### src/rtl/cmult_ctrl_pkg.sv
// Shared definitions for the complex-multiplier flow controller:
// FSM state encoding and the occupancy-width helper.
package cmult_ctrl_pkg;

    typedef enum logic [1:0] {
        ST_IDLE  = 2'd0,
        ST_RUN   = 2'd1,
        ST_FLUSH = 2'd2,
        ST_DONE  = 2'd3
    } ctrl_state_t;

    // Bits needed to hold values 0..value-1; callers pass LATENCY+1 (always >= 3).
    function automatic int clog2(input int value);
        int result;
        result = 0;
        for (int i = 0; i < 31; i++) begin
            if ((longint'(1) << i) < longint'(value)) result = i + 1;
        end
        return result;
    endfunction

endpackage

### src/rtl/cmult_valid_tracker.sv
// Valid-bit shadow of the datapath delay lines plus a running count of
// valid samples in flight.
module cmult_valid_tracker #(
    parameter int LATENCY = 4,
    parameter int OCC_W   = 3
) (
    input  logic             clk,
    input  logic             rst_n,
    input  logic             shift_en,
    input  logic             accept,
    input  logic             deliver,
    output logic             valid_out,
    output logic [OCC_W-1:0] occupancy
);

    logic [LATENCY-1:0] vpipe;

    // Moves in lock-step with the datapath: only on shift_en.
    always_ff @(posedge clk or negedge rst_n) begin
        if (!rst_n) begin
            vpipe <= '0;
        end else if (shift_en) begin
            vpipe <= {vpipe[LATENCY-2:0], accept};
        end
    end

    always_ff @(posedge clk or negedge rst_n) begin
        if (!rst_n) begin
            occupancy <= '0;
        end else begin
            occupancy <= occupancy + OCC_W'(accept) - OCC_W'(deliver);
        end
    end

    assign valid_out = vpipe[LATENCY-1];

    always @(posedge clk) begin
        if (rst_n) begin
            assert (occupancy <= OCC_W'(LATENCY));
        end
    end

endmodule

### src/rtl/cmult_pipe_ctrl.sv
// Flow controller for the complex multiplier pipeline: shift enable, handshakes,
// start/run/flush sequencing. Define CMULT_PIPE_CTRL_STATS_EN to build the in/out counters.
module cmult_pipe_ctrl
    import cmult_ctrl_pkg::*;
#(
    parameter int LATENCY = 4,
    parameter int CNT_W   = 16
) (
    input  logic                            i_clk,
    input  logic                            i_rst_n,
    input  logic                            i_start,
    input  logic                            i_flush,
    input  logic                            i_valid_in,
    output logic                            o_ready_in,
    output logic                            o_shift_en,
    output logic                            o_valid_out,
    input  logic                            i_ready_out,
    output logic                            o_busy,
    output logic                            o_flush_done,
    output logic [clog2(LATENCY+1)-1:0]     o_occupancy,
    output logic [CNT_W-1:0]                o_in_count,
    output logic [CNT_W-1:0]                o_out_count
);

    localparam int OCC_W = clog2(LATENCY + 1);

    ctrl_state_t state;
    ctrl_state_t state_next;
    logic        accept;
    logic        deliver;

    assign accept  = i_valid_in & o_ready_in;
    assign deliver = o_valid_out & i_ready_out;

    always_ff @(posedge i_clk or negedge i_rst_n) begin
        if (!i_rst_n) begin
            state <= ST_IDLE;
        end else begin
            state <= state_next;
        end
    end

    // Start wins over flush in IDLE simply because IDLE never looks at flush.
    always_comb begin
        state_next = state;
        case (state)
            ST_IDLE:  if (i_start) state_next = ST_RUN;
            ST_RUN:   if (i_flush) state_next = ST_FLUSH;
            ST_FLUSH: if (o_occupancy == '0) state_next = ST_DONE;
            ST_DONE:  state_next = ST_IDLE;
            default:  state_next = ST_IDLE;
        endcase
    end

    // A full pipe stalls only while its head result is still unread.
    always_comb begin
        o_shift_en   = 1'b0;
        o_ready_in   = 1'b0;
        o_busy       = (state != ST_IDLE);
        o_flush_done = (state == ST_DONE);
        case (state)
            ST_RUN: begin
                o_shift_en = !o_valid_out | i_ready_out;
                o_ready_in = o_shift_en;
            end
            ST_FLUSH: begin
                o_shift_en = !o_valid_out | i_ready_out;
            end
            default: ;
        endcase
    end

    cmult_valid_tracker #(
        .LATENCY (LATENCY),
        .OCC_W   (OCC_W)
    ) u_tracker (
        .clk       (i_clk),
        .rst_n     (i_rst_n),
        .shift_en  (o_shift_en),
        .accept    (accept),
        .deliver   (deliver),
        .valid_out (o_valid_out),
        .occupancy (o_occupancy)
    );

`ifdef CMULT_PIPE_CTRL_STATS_EN
    logic [CNT_W-1:0] in_count;
    logic [CNT_W-1:0] out_count;

    // Free-running, wrap naturally; cleared only by reset.
    always_ff @(posedge i_clk or negedge i_rst_n) begin
        if (!i_rst_n) begin
            in_count  <= '0;
            out_count <= '0;
        end else begin
            if (accept)  in_count  <= in_count + 1'b1;
            if (deliver) out_count <= out_count + 1'b1;
        end
    end

    assign o_in_count  = in_count;
    assign o_out_count = out_count;
`else
    assign o_in_count  = '0;
    assign o_out_count = '0;
`endif

endmodule
### config.mk
export PLATFORM = sky130hd
export DESIGN_NAME = cmult_pipe_ctrl
export DESIGN_NICKNAME = d
export VERILOG_FILES = /design/src/rtl/cmult_ctrl_pkg.sv /design/src/rtl/cmult_valid_tracker.sv /design/src/rtl/cmult_pipe_ctrl.sv
export SDC_FILE = /design/constraint.sdc
export NUM_CORES = 1
export LEC_CHECK = 0
export BUFFER_PORTS_ARGS = -buffer_cell sky130_fd_sc_hd__buf_2
export CAP_MARGIN = 20
export CORE_MARGIN = 2
export CORE_UTILIZATION = 45
export CTS_CLUSTER_SIZE = 28
export DETAILED_ROUTE_END_ITERATION = 7
export PLACE_DENSITY_LB_ADDON = 0.25
export SLEW_MARGIN = 15
export SYNTH_ARGS = -nofsm -noshare
export SYNTH_HDL_FRONTEND = slang
export SYNTH_SLANG_ARGS = --single-unit
export TNS_END_PERCENT = 10
### constraint.sdc
create_clock -name i_clk -period 2.7 [get_ports i_clk]
set_clock_uncertainty 0.1 [all_clocks]
set_input_delay 0.54 -clock i_clk [delete_from_list [all_inputs] [get_ports i_clk]]
set_output_delay 0.54 -clock i_clk [all_outputs]
set_load 0.03 [all_outputs]
==> flow_summary.json <==
{
  "arrival_ns": 1.47,
  "rsz0062_at_grt": "false",
  "clock_path_buffers": 2,
  "maxCapViolCount": 0,
  "grt.total_usage_pct": 10.0,
  "final_layout_size_suffix_gt1_share_pct": 21.1,
  "grt_pass1_vias": 339,
  "cts_made_buffers": 3,
  "cts-resized-gates": 0,
  "vias_per_cell": 3.84,
  "rr_endpoint": "u_tracker.occupancy[2]",
  "syn_inst": 74,
  "reg2reg_from": "state[1]",
  "worstPathMaxFanout": 5,
  "synthesis.area_um2": 737,
  "route.detailed.drc": 0,
  "period_share_pct": 78.0,
  "crit_type": "reg -> out",
  "dr_wl_met3_um": 100,
  "synth.top_cell.area_share_pct": 32.6,
  "startpoint_type": "flop",
  "n_fill_cell": 164,
  "tritoncts": "done",
  "vias": 407,
  "synth_area_leaders": "buf_4 33%, dfrtp_1 31%, ha_1 10%",
  "cts_htree_levels": 1,
  "grt_max_degree": 10,
  "layout_common_cells": "32 x conb_1, 13 x buf_2, 9 x dfrtp_1",
  "ys_ff_latch": 9,
  "root_buffer": "clkbuf_4",
  "final_common_cell": "conb_1",
  "cts_setup_buffers": 0,
  "core_mm2": 0.00152,
  "outcome": "complete, no violations",
  "endpoint_kind": "primary output",
  "synth_cell_types": 20,
  "path_clk_slew_ns": 0.06,
  "top_layer": "met3",
  "yosysTopAreaCell": "buf_4",
  "slowest_delay_ns": 0.40,
  "n_antenna_cell": 0,
  "dp_hpwl_um": 814,
  "routed-wl-met2_um": 449,
  "wl_met1_um": 384,
  "overflow": 0,
  "cp.required_ns": 2.06,
  "min_period_ns": 2.11,
  "routed_wl_um": 934,
  "hold_viol_final": 0,
  "first_iter_violations": 6,
  "start_util_pct": 48.4,
  "crit_chain": "inv_1, ha_1, nand2_1, inv_2, buf_2",
  "regToRegSetupSlack_ns": 0.91,
  "syn_area_per_cell_um2": 9.96,
  "reg2reg_depth": 6,
  "hp-class": "in -> async",
  "gp_congestion": 0.651,
  "final_nets": 104,
  "fp.dieW_um": 44.5,
  "cp_slowest_cell": "dfrtp_1",
  "p_per_area_mw_per_mm2": 1260,
  "leakagePower_nw": 0.433,
  "ir_drop_uv": 625,
  "ys_seq_area_share_pct": 30.6,
  "io_pins": 46,
  "port_buffers": 13,
  "num_rows": 14,
  "antenna_left": 0,
  "die_h_um": 44.5,
  "yosysWarnings": 0,
  "die_area_mm2": 0.00198,
  "antenna_found_initial": 0,
  "setup_viol": 0,
  "cts_sinks": 9,
  "slew_viol_final": 0,
  "fin_area_um2": 724,
  "drt-wirelength-per-cell_um": 8.81,
  "grt_pass1_wl_um": 1380,
  "hold_buffers": 0,
  "area_growth_pct": -1.70,
  "finalSetupTns_ns": 0,
  "firstDrtPassIters": 2,
  "dpl_cell_area_um2": 698,
  "timing.fmax_mhz": 475,
  "insertion_delay_ns": 0.26
}
[power breakdown]
part	leakage [nW]	internal [mW]	switching [mW]	total, mW
clock network	0.0150	0.0570	0.0476	0.105
registers	0.113	0.202	0.0482	0.250
logic	0.306	0.195	0.365	0.561
total	0.433	0.454	0.461	0.915
[synth_stat cells]
library cell / n
a221oi_2: 1
a22o_1: 1
and2_1: 2
and3_1: 1
buf_4: 32
clkinvlp_2: 1
conb_1: 1
dfrtp_1: 9
fa_1: 1
ha_1: 6
inv_1: 7
inv_2: 1
mux2_1: 4
nand2_1: 1
nand2b_1: 1
nor2b_1: 1
o32a_1: 1
or3_1: 1
xnor2_1: 1
xor2_1: 1
[registers in the layout, summed over array words and instances (netlist names)]
name	flops
u_tracker.occupancy	3
state	2
u_tracker.vpipe	4
[how the worst max path moves through the flow]
stage	start	to	slack, ns	depth (start not counted)
final	state[0]	o_shift_en	0.59	5
after detailed placement	i_ready_out	u_tracker.occupancy[2]	0.70	7
after floorplan	u_tracker.vpipe[3]	u_tracker.occupancy[2]	0.83	6
after global placement	i_ready_out	u_tracker.occupancy[2]	0.73	7
after CTS	state[0]	o_shift_en	0.57	5
after global routing	state[0]	o_shift_en	0.47	5
[kinds of logic after synthesis]
kind of cell,count (synthesis),share of synthesized area [%]
buffers and inverters,41,37.4
flip-flops,9,30.6
adder cells (fa/ha/maj),7,12.9
AND/OR/NAND/NOR,7,5.60
multiplexers,4,6.11
AO/OA/AOI/OAI,3,4.58
XOR/XNOR,2,2.38
other,1,0.509
[metrics by stage]
step	std cells	hold WS (ns)	setup WS, ns	utilization, %	total power [mW]
finish	106	0.0236	0.593	47.5	0.915
global route	106	0.0310	0.474	47.5	0.992
CTS	106	0.0256	0.570	47.5	0.935
detailed placement	102	0.314	0.698	45.8	0.824
global placement	102	0.303	0.733	45.8	0.807
floorplan	105	0.144	0.829	-	0.731
[per-layer routing]
layer / vias to the layer above / global-route usage (%)
li1: 197 / -
met1: 180 / 11.9
met2: 30 / 15.4
met3: 0 / 4.08
met4: 0 / 5.45
met5: - / 0
[worst max-delay path, delay by kind of cell (launching register included)]
kind                     cells  cell delay, ns
AND/OR/NAND/NOR              1            0.16
adder cells (fa/ha/maj)      1            0.32
buffers and inverters        3            0.33
flip-flops                   1            0.40
[layout make-up]
type,count,area [um^2],area share (%)
multi-input combinational,55,353,48.7
sequential,9,225,31.1
timing repair buffer,13,65.1,8.98
inverter,9,35.0,4.84
clock buffer,4,26.3,3.63
tap,16,20.0,2.76
Power figures use the tool's default switching activity.
